`config.mk`:
```
export PLATFORM = sky130hd
export DESIGN_NAME = serial_subtractor
export DESIGN_NICKNAME = d
export VERILOG_FILES = /design/src/rtl/serial_subtractor.sv
export SDC_FILE = /design/constraint.sdc
export NUM_CORES = 1
export LEC_CHECK = 0
export ABC_AREA = 1
export CAP_MARGIN = 20
export CORE_MARGIN = 3
export CORE_UTILIZATION = 33
export CTS_CLUSTER_SIZE = 25
export DETAILED_ROUTE_END_ITERATION = 8
export SKIP_LAST_GASP = 1
export SYNTH_ARGS = -nofsm -noshare
export SYNTH_HDL_FRONTEND = slang
export SYNTH_SLANG_ARGS = --single-unit
```
`constraint.sdc`:
```
create_clock -name clk -period 1.35 [get_ports clk]
set_input_delay 0.27 -clock clk [delete_from_list [all_inputs] [get_ports clk]]
set_output_delay 0.27 -clock clk [all_outputs]
set_load 0.005 [all_outputs]
```
`src/rtl/serial_subtractor.sv`:
```
// Bit-serial subtractor: D = X - Y - Bin over WIDTH cycles, LSB first, start/done handshake.
// Define SERIAL_SUBTRACTOR_OVF_EN to add the signed-overflow output Ovf.
module serial_subtractor #(
  parameter int unsigned WIDTH = 2
) (
  input  logic             clk,
  input  logic             rst_n,
  input  logic             start,
  input  logic [WIDTH-1:0] X,
  input  logic [WIDTH-1:0] Y,
  input  logic             Bin,
  output logic             busy,
  output logic             done,
  output logic [WIDTH-1:0] D,
  output logic             Bout
`ifdef SERIAL_SUBTRACTOR_OVF_EN
  ,
  output logic             Ovf
`endif
);

  localparam int unsigned CW = (WIDTH > 1) ? $clog2(WIDTH) : 1;

  typedef enum logic [1:0] {IDLE, RUN, DONE} state_t;

  state_t         state, state_nx;
  logic [WIDTH-1:0] xs, ys, rs;
  logic             b;
  logic [CW-1:0]    cnt;
  logic             xi, yi, di, bn, last, accept;

  always_comb begin
    xi   = xs[0];
    yi   = ys[0];
    di   = xi ^ yi ^ b;
    bn   = (~xi & yi) | (~(xi ^ yi) & b);
    last = (cnt == CW'(WIDTH - 1));
  end

  always_ff @(posedge clk or negedge rst_n) begin
    if (!rst_n) state <= IDLE;
    else        state <= state_nx;
  end

  always_comb begin
    state_nx = state;
    busy     = 1'b0;
    done     = 1'b0;
    accept   = 1'b0;
    case (state)
      IDLE: begin
        if (start) begin
          accept   = 1'b1;
          state_nx = RUN;
        end
      end
      RUN: begin
        busy = 1'b1;
        if (last) state_nx = DONE;
      end
      DONE: begin
        done = 1'b1;
        if (start) begin
          accept   = 1'b1;
          state_nx = RUN;
        end else begin
          state_nx = IDLE;
        end
      end
      default: state_nx = IDLE;
    endcase
  end

  always_ff @(posedge clk or negedge rst_n) begin
    if (!rst_n) begin
      xs   <= '0;
      ys   <= '0;
      rs   <= '0;
      b    <= 1'b0;
      cnt  <= '0;
      D    <= '0;
      Bout <= 1'b0;
`ifdef SERIAL_SUBTRACTOR_OVF_EN
      Ovf  <= 1'b0;
`endif
    end else if (accept) begin
      xs  <= X;
      ys  <= Y;
      rs  <= '0;
      b   <= Bin;
      cnt <= '0;
    end else if (state == RUN) begin
      xs  <= xs >> 1;
      ys  <= ys >> 1;
      rs  <= {di, rs[WIDTH-1:1]};
      b   <= bn;
      cnt <= cnt + 1'b1;
      // Final bit goes straight into D so the result lands on the completion edge.
      if (last) begin
        D    <= {di, rs[WIDTH-1:1]};
        Bout <= bn;
`ifdef SERIAL_SUBTRACTOR_OVF_EN
        Ovf  <= b ^ bn;
`endif
      end
    end
  end

endmodule

```
; Word level (Yosys, flattened, before mapping)
; Cells that the tools add are included.
[word_totals]
regBits = 13
ramBits = 0
romBits = 0
memories = 0
latchBits = 0
input_bits = 8
[classes]
n_reduce_logical = 5
n_addsub = 1
div = 0
shift = 0
order_cmp = 0
n_eq_ne = 4
multipliers = 0
n_mux = 18
n_bitwise = 8
[ops]
columns = cell, n
row1 = 2-bit 2-to-1 mux, 8
row2 = 1-bit 2-to-1 mux, 9
row3 = 2-bit one-hot mux with 3 select lines, 1
row4 = 2-bit != test (second input constant), 2
row5 = 1-bit NOT, 3
row6 = 3-bit AND reduction, 1
row7 = 1-bit bitwise AND, 2
row8 = 2-bit by 1-bit == test with 1-bit output (second input constant), 1
row9 = 2-bit == test (second input constant), 1
row10 = 2-bit logical NOT, 1
row11 = 2-bit AND reduction, 1
row12 = 2-bit nonzero test, 1
row13 = 2-bit OR reduction, 1
row14 = 1-bit XOR, 2
row15 = 1-bit adder (second input constant), 1
row16 = 1-bit OR, 1

; Longest topological paths before layout
; Gate-level depths: netlist (run 1).
[depth]
depth_word = 6
depth_mapped = 7
ltp_nobuf = 7

; Least setup slack after synthesis (run 1)
; Ideal clock, no wire load.
[synth_path]
path_type = flip-flop to flip-flop
startpoint = register xs[0]
endpoint = register b
slack_ns = 0.248
setup_time_ns = 0.065
period_less_slack_ns = 1.102
arrival_ns = 1.037
path_buffers = 0
t_required_ns = 1.285
stages_incl_launch_ff = 7
cell_sequence = dfrtp_1 > fa_1 > inv_1 > nand3_1 > nand2_1 > inv_1 > nand2_1
[synth_via]
elab_chain_len = 6
[synth_rtl]
columns = item, line_no
row1 = from (decl), 27  ; logic [WIDTH-1:0] xs, ys, rs;
row2 = from (signal assigned), 93  ; xs <= xs >> 1;
row3 = 1-bit XOR, 36  ; bn = (~xi & yi) | (~(xi ^ yi) & b);
row4 = 1-bit NOT, 36
row5 = 1-bit bitwise AND, 36
row6 = 1-bit OR (*), 36
row7 = 1-bit 2-to-1 mux (*), 92  ; end else if (state == RUN) begin
row8 = 1-bit 2-to-1 mux (*), 86  ; end else if (accept) begin
row9 = to (signal assigned), 90  ; b <= Bin;
row10 = to (signal assigned), 96  ; b <= bn;
row11 = to (decl), 28  ; logic b;
; Every way passes the cells marked *; elsewhere a longest branch is shown, timed or not. The select of a mux whose other input is x is not followed.
; A chain may end at the register's enable or synchronous reset.

; Final worst setup path (run 1)
[layout_path]
startpoint = register state[1]
endpoint = output port done
[layout_via]
elab_chain_len = 2
[layout_rtl]
columns = item, line_no
row1 = from (decl), 26  ; state_t state, state_nx;
row2 = from (signal assigned), 42  ; else state <= state_nx;
row3 = 2-bit == test, 50  ; case (state)
row4 = 1-bit 2-to-1 mux, 50
row5 = to (decl), 13  ; output logic done,
; Every way passes these cells.

==> summary by stage, run 1 <==
Status
The run finished with clean final reports.

Place
After detailed placement, the total cell area comes to 733 um^2. The count of buffers added on input and output ports is 12. At the end of routability-driven placement, the weighted congestion stood at 0.721. The worst slack after detailed placement is 0.0663 ns.

The number of placed instances with taps included is 99. After legalization and detailed placement, the total HPWL measured 835 um.

Synthesis
The share of the Yosys chip area taken by registers is 54.1%. The cell count after synthesis came out at 66. By area the synthesized netlist is led by sky130_fd_sc_hd__dfrtp_1, sky130_fd_sc_hd__nand2_1, sky130_fd_sc_hd__nand3_1.

For this run, the number of Yosys warnings is 0. The synthesized netlist occupies a cell area of 556 um^2. Averaged over all synthesized cells, the footprint is 8.42 um^2. The number of synthesized register bits is 12. Of the post-synthesis cell area, the dominant cell type holds 54.1%. The number of library cell types mapped by synthesis is 9.

Summed over all instances, the cell type with the most area after synthesis is sky130_fd_sc_hd__dfrtp_1. The number of nets handed over by synthesis was 75.

Critical path
The critical path launch point is state[1]$_DFFE_PN0P_. The setup slack of the worst register-to-register path is 0.17 ns. The slowest stage of the critical path is the sky130_fd_sc_hd__dfrtp_1 cell. In this run the worst path has a maximum fanout of 2.

The worst register-to-register path begins at xs[0]$_DFFE_PN0P_. The critical setup path kind is flop to output pin. STA classifies the critical path endpoint as an output pin. The kind of start point of the critical path is a flop. The largest single stage delay on the critical path is 0.39 ns.

Walking the worst path, the cells encountered are inv_1, nor2_1, clkdlybuf4s15_1. For the worst setup path, the data required time is 1.08 ns. The number of buffers and inverters on the critical path is 2. The cell family contributing the most delay on the critical path is flip-flops. For the worst setup path, the data arrival time is 1.02 ns.

Floorplanning
The die extent in y is 47.0 um. The starting density of the core is 36.0%. The floorplan step defined a die boundary enclosing 0.00221 mm^2. The width of the die is 47.0 um. Pin placement for this block handled 13 I/O pins. The area inside the core boundary is 0.00154 mm^2. The floorplan has 14 rows.

Global route
The pin count of the biggest net entering global routing is 13. The initial antenna violation count is 0. The total routing usage reported by global routing is 12.8%. The via count of the first global-routing pass was 457. The first global-routing pass estimated 1.97 mm of wire. The overflow left after global routing is 0.

Final layout
Excluding fillers, the count of instances in the completed layout stands at 104. The number of diodes is 0. The post-route netlist has 17.0% of its cells at a drive strength greater than 1. The area growth from synthesis to final layout is 38.1%. Leaving out fill and tap cells, the most frequent cells in the layout are sky130_fd_sc_hd__nand2_1, sky130_fd_sc_hd__nand3_1, sky130_fd_sc_hd__dfrtp_1, sky130_fd_sc_hd__inv_1. The number of nets in the final layout is 99. Counting the fill cells in the layout gives 156.

After routing the design area is 767 um^2. The library cell used most frequently in the layout, excluding fill and tap cells, is sky130_fd_sc_hd__nand2_1.

Detailed routing
The count of unresolved DRC violations after routing is 0. The routed layout has 479 vias. The average detailed-routed wire length per instance is 10.6 um. The pre-antenna-repair detailed-routing pass consisted of 3 iterations.

The detailed router's first-iteration violation count is 8. For this block, the routed nets add up to 1.10 mm of wire. The final antenna-violating net count is 0. The via density per instance is 4.61.

Power
The total power of the final layout is 0.00172 W. The net switching component of the power is 0.000684 W. The reported leakage power is 0.422 nW. Cell internal power was estimated by the tool at 0.00104 W.

Of the total power, combinational logic draws 50.1%. The clock power share is 13.2%. The worst voltage drop across the vdd grid is 1140 uV.

The sequential share of power is 36.7%. The fraction of power spent switching nets is 39.7%. The power density relative to cell area is 2240 mW/mm^2.

Clock tree
The root buffer cell chosen for the clock tree is sky130_fd_sc_hd__clkbuf_4. The clock input transition at the sequential cells of the worst setup and hold paths is 0.08 ns. The clock net sink count is 12. The number of H-tree levels is 1. The clock passes through at most 2 buffers. Clock tree synthesis inserted a total of 3 buffers. The clock tree from TritonCTS is built. The insertion delay to the later sink of the worst-skew pair is 0.27 ns.

STA
The maximum clock frequency is 0.773 GHz. Clock skew on the completed layout was measured at 0.00114 ns. Setup repair after global routing could not meet its margin everywhere. The total setup violations reported at the end of the flow is 0.

The number of hold violations in the final report was 0. The headroom to the max-slew limit is 86.9%. The final critical-path required period is 1.29 ns. After layout, the worst setup slack is 0.0558 ns. The final clock period utilization by the worst path is 95.9%. At the pin with the least slew margin, the transition time is 0.195 ns.

The max-slew violation count is 0.

Job
The tool flagged a number of max-cap violations equal to 0.

Worst hold path
The class of the worst hold path is input port to async pin.
Yosys cell counts:
cell type                  n
sky130_fd_sc_hd__dfrtp_1  12
sky130_fd_sc_hd__fa_1      1
sky130_fd_sc_hd__inv_1     9
sky130_fd_sc_hd__inv_2     1
sky130_fd_sc_hd__nand2_1  25
sky130_fd_sc_hd__nand2_2   2
sky130_fd_sc_hd__nand3_1  13
sky130_fd_sc_hd__nor2_1    1
sky130_fd_sc_hd__nor2_4    2
power by group through the flow:
stage | sequential [W] | clock (W) | combinational, W
final | 0.000632 | 0.000226 | 0.000862
after global placement | 0.000636 | 0 | 0.000859
after detailed placement | 0.000642 | 0 | 0.000867
after global routing | 0.000655 | 0.000245 | 0.000985
after CTS | 0.000632 | 0.000230 | 0.000845
after floorplan | 0.000638 | 0 | 0.000485
state kept, by name, summed over array words and instances (netlist names):
| signal | flops |
|---|---|
| D | 2 |
| state | 2 |
| xs | 2 |
| ys | 2 |
| Bout | 1 |
| b | 1 |
| cnt | 1 |
| rs | 1 |
metal layers:
layer  vias to the layer above  GRT usage [%]  part of all wire (%)
li1                        250              -                     -
met1                       217           16.7                    44
met2                         8           19.0                    49
met3                         4           3.07                   4.2
met4                         0           8.29                   2.5
met5                         -              0                     0
layout make-up:
type / count / area (um^2) / share of cell area, %
multi-input combinational: 44 / 218 / 28.4
sequential: 12 / 300 / 39.2
clock buffer: 3 / 22.5 / 2.94
timing repair buffer: 19 / 169 / 22.0
tap: 16 / 20.0 / 2.61
inverter: 10 / 37.5 / 4.89
timing repair:
item                       4_1_cts  5_1_grt
buffers inserted                 1        1
pin swaps                        0        0
hold buffers                     0        0
setup endpoints to repair        5        2
resized for setup                5        2
worst register-to-register path: cells and delay by family (launching register included):
| family | cells | cell delay, ns |
|---|---|---|
| adders and majority gates | 1 | 0.41 |
| buffers and inverters | 2 | 0.13 |
| DFF | 1 | 0.40 |
| and+or+nand+nor | 3 | 0.19 |
cell families after synthesis:
kind of cell,count (synthesis),synth area share [%]
fa+ha+maj,1,3.60
buf+inv,10,6.76
flops,12,54.1
simple gates,43,35.6
final timing paths:
path | end | cells after the start
worst min-delay path | ys[0]$_DFFE_PN0P_ | 2
max in group asynchronous | cnt$_DFFE_PN0P_ | 2
worst min register to register | Bout$_DFFE_PN0P_ | 2
min in group clk | Bout$_DFFE_PN0P_ | 2
worst max-delay path | done | 3
worst max register to register | b$_DFFE_PN0P_ | 6
metrics by stage:
stage               hold WS, ns  setup TNS, ns  utilization (%)
floorplan               -0.0256              0                -
global placement          0.455              0             47.6
detailed placement        0.465              0             47.6
CTS                       0.290              0             49.1
global route              0.303       -0.00898             49.8
finish                    0.282              0             49.8
(Power assumes the default switching activity.)
==> run 2: changes to the inputs <==
Settings changed: CTS_CLUSTER_DIAMETER set to 50.
==> results of run 2 <==
The final DEF is identical to that of run 1; final timing and power are the same.
==> run 3: changes to the inputs <==
Settings changed: CORE_AREA set to 3 3 40 42, CORE_MARGIN 3 to not set, CORE_UTILIZATION 33 to not set, DIE_AREA set to 0 0 43 45, PLACE_DENSITY set to 0.69, TNS_END_PERCENT set to 20.
==> run 3 against run 2 <==
The run now ends with setup timing left; critical path depth shrank 2; sequential power grew 0.8%; routed wire length grew 0.64%; count of clock-buffer cells in the layout grew 1; register-to-register slack is essentially flat; final area grew 0.33%; first-iteration DRC count shrank 50%; combinational power shrank 1%; highest routed layer unchanged.
==> summary by stage, run 3 (same netlist as run 1, synthesis figures left out) <==
STA
Setup repair after global routing could not meet its margin everywhere. Setup violations remaining at the end of the flow were counted as 3. The final critical-path required period is 1.39 ns. The final clock period utilization by the worst path is 103%.

The measured slew at the worst slew-check pin is 0.184 ns. The minimum setup slack in the final design is -0.0450 ns. The number of hold violations in the final report is 0. The max-slew violation count came to 0. Summed over all failing endpoints, the final setup total negative slack is -0.107 ns.

Timing would allow up to 0.717 GHz. The worst clock skew is 0.00294 ns. Measured against its own limit, the worst slew margin works out to 87.7%.

Clock tree
The insertion delay to the later sink of the worst-skew pair is 0.27 ns. Hold repair after CTS inserted 0 buffers. Clock tree synthesis inserted a total of 3 buffers. Once the clock tree was built, the setup fixing pass inserted 0 buffers. TritonCTS built the clock tree. The clock tree buffer depth is 2.

The CTS root buffer is sky130_fd_sc_hd__clkbuf_4. In this run the number of H-tree levels came out at 1. The clock input transition at the sequential cells of the worst setup and hold paths is 0.08 ns. Counting every sink on the clock net gives 12.

Status
The flow ran to the end, but the final reports show violations. The final reports fail on setup timing.

Floorplanning
The die extent in y is 45 um. The die covers 0.00194 mm^2. The area inside the core boundary is 0.00128 mm^2. The width of the die is 43 um. The placement row count is 13. For this configuration, the core starts out at a cell density of 43.2%. The boundary pin count is 13.

Critical path
The number of buffers and inverters on the critical path is 1. The kind of cell with the highest combined delay on the critical path is buffers and inverters. The critical-path maximum fanout is 2. The critical setup path kind is flop to output pin. In this run the worst setup path begins at D[1]$_DFFE_PN0P_. The worst register-to-register path begins at xs[0]$_DFFE_PN0P_. The critical path goes through clkdlybuf4s50_1.

STA puts the critical path data required time at 1.08 ns. The kind of start point of the critical path is a flop. The worst setup path is captured at an output pin. The worst-path cell with the longest stage delay is sky130_fd_sc_hd__clkdlybuf4s50_1. The arrival time at the worst endpoint is 1.12 ns.

The biggest cell delay along the critical path is 0.50 ns.

Detailed routing
The first TritonRoute pass finished after 4 iterations. The average detailed-routed wire length per instance is 10.8 um. The detailed router's first-iteration violation count is 4. After detailed routing, the total wire length is 1.11 mm. In the routed design, unresolved DRC markers number 0. The via count is 472. The via density per instance is 4.63. The final antenna-violating net count is 0.

Global route
Entering global routing, the biggest net connects 13 pins. The first global-routing pass estimated 1.93 mm of wire. The total routing usage reported by global routing is 14.6%.

The initial antenna violation count is 0. The overflow left after global routing is 0. The via count of the first global-routing pass came to 458.

Final layout
The combined area of the multi-input logic cells is 218 um^2. For this run, the number of standard cells in the final layout without fillers is 102. The area growth from synthesis to final layout is 38.5%. The layout has 121 filler cells.

The top cell types in the final layout, fill and taps aside, are sky130_fd_sc_hd__nand2_1, sky130_fd_sc_hd__nand3_1, sky130_fd_sc_hd__dfrtp_1, sky130_fd_sc_hd__clkdlybuf4s50_1, sky130_fd_sc_hd__inv_1. The proportion of layout cells with a drive suffix above 1 is 16.1%. After the last flow step, the layout net total stands at 97. The number of diodes is 0. Leaving out fill and tap cells, the most frequent cell in the layout is sky130_fd_sc_hd__nand2_1. The register area is 300 um^2.

Power
Summed over all cells, the static leakage comes to 0.426 nW. The total power of the final layout is 0.00177 W. The power density relative to cell area is 2300 mW/mm^2. Across the VDD grid, the largest voltage drop is 1530 uV.

Place
The count of port buffers added during placement is 12. OpenSTA, run right after detailed placement, puts the worst setup slack at 0.0540 ns. The weighted congestion reported at the end of routability-driven placement is 0.734.

Once detailed placement completed, the half-perimeter wirelength came to 849 um. The number of placed instances with taps included is 98.

Worst hold path
The class of the worst hold path is input port to async pin.

Job
The number of max-cap violations is 0.
-- run 3: path summary, 6_finish.rpt --
kind	to	slack (ns)	cells past startpoint
hold / removal	Bout$_DFFE_PN0P_	0.30	2
setup / recovery	D[1]	-0.04	1
max in group asynchronous	state[0]$_DFFE_PN0P_	0.90	2
hold reg to reg	Bout$_DFFE_PN0P_	0.48	2
setup reg to reg	D[1]$_DFFE_PN0P_	0.16	3
min in group clk	Bout$_DFFE_PN0P_	0.48	2
-- run 3: routing by layer --
| metal | wire, um | global-route usage (%) | vias up |
|---|---|---|---|
| met5 | 0 | 0 | - |
| met4 | 37 | 10.8 | 0 |
| met3 | 53 | 4.78 | 4 |
| met2 | 518 | 22.5 | 11 |
| met1 | 497 | 17.0 | 210 |
| li1 | - | - | 247 |
-- run 3: what timing repair did --
item	in CTS	in global routing
setup endpoints to repair	5	5
gates cloned	0	0
resized for setup	1	1
hold endpoints to repair	0	0
-- run 3: metrics by stage --
stage          cell area [um^2]  utilization [%]  hold WS, ns
2_1_floorplan               556                -      -0.0256
3_3_place_gp                732             57.0        0.456
3_5_place_dp                732             57.0        0.465
4_1_cts                     767             59.7        0.298
5_1_grt                     769             59.9        0.296
6_report                    769             59.9        0.297
-- run 3: power by group --
| part | leakage [nW] | internal [W] | switching (W) | total (W) |
|---|---|---|---|---|
| clock network | 0.0210 | 0.000164 | 0.000119 | 0.000283 |
| registers | 0.151 | 0.000530 | 0.000107 | 0.000637 |
| logic | 0.254 | 0.000402 | 0.000448 | 0.000850 |
-- run 3: area by class of cell --
| type | instances | share of cell area [%] |
|---|---|---|
| sequential | 12 | 39.0 |
| multi-input combinational | 44 | 28.3 |
| timing repair buffer | 17 | 20.7 |
| inverter | 10 | 4.88 |
| clock buffer | 4 | 4.72 |
| tap | 15 | 2.44 |
-- run 3: worst reg2reg max path, stage by stage (launching register included) --
cell,delay [ns]
sky130_fd_sc_hd__dfrtp_1,0.41
sky130_fd_sc_hd__fa_1,0.53
sky130_fd_sc_hd__nand2_1,0.09
sky130_fd_sc_hd__nand2_1,0.05
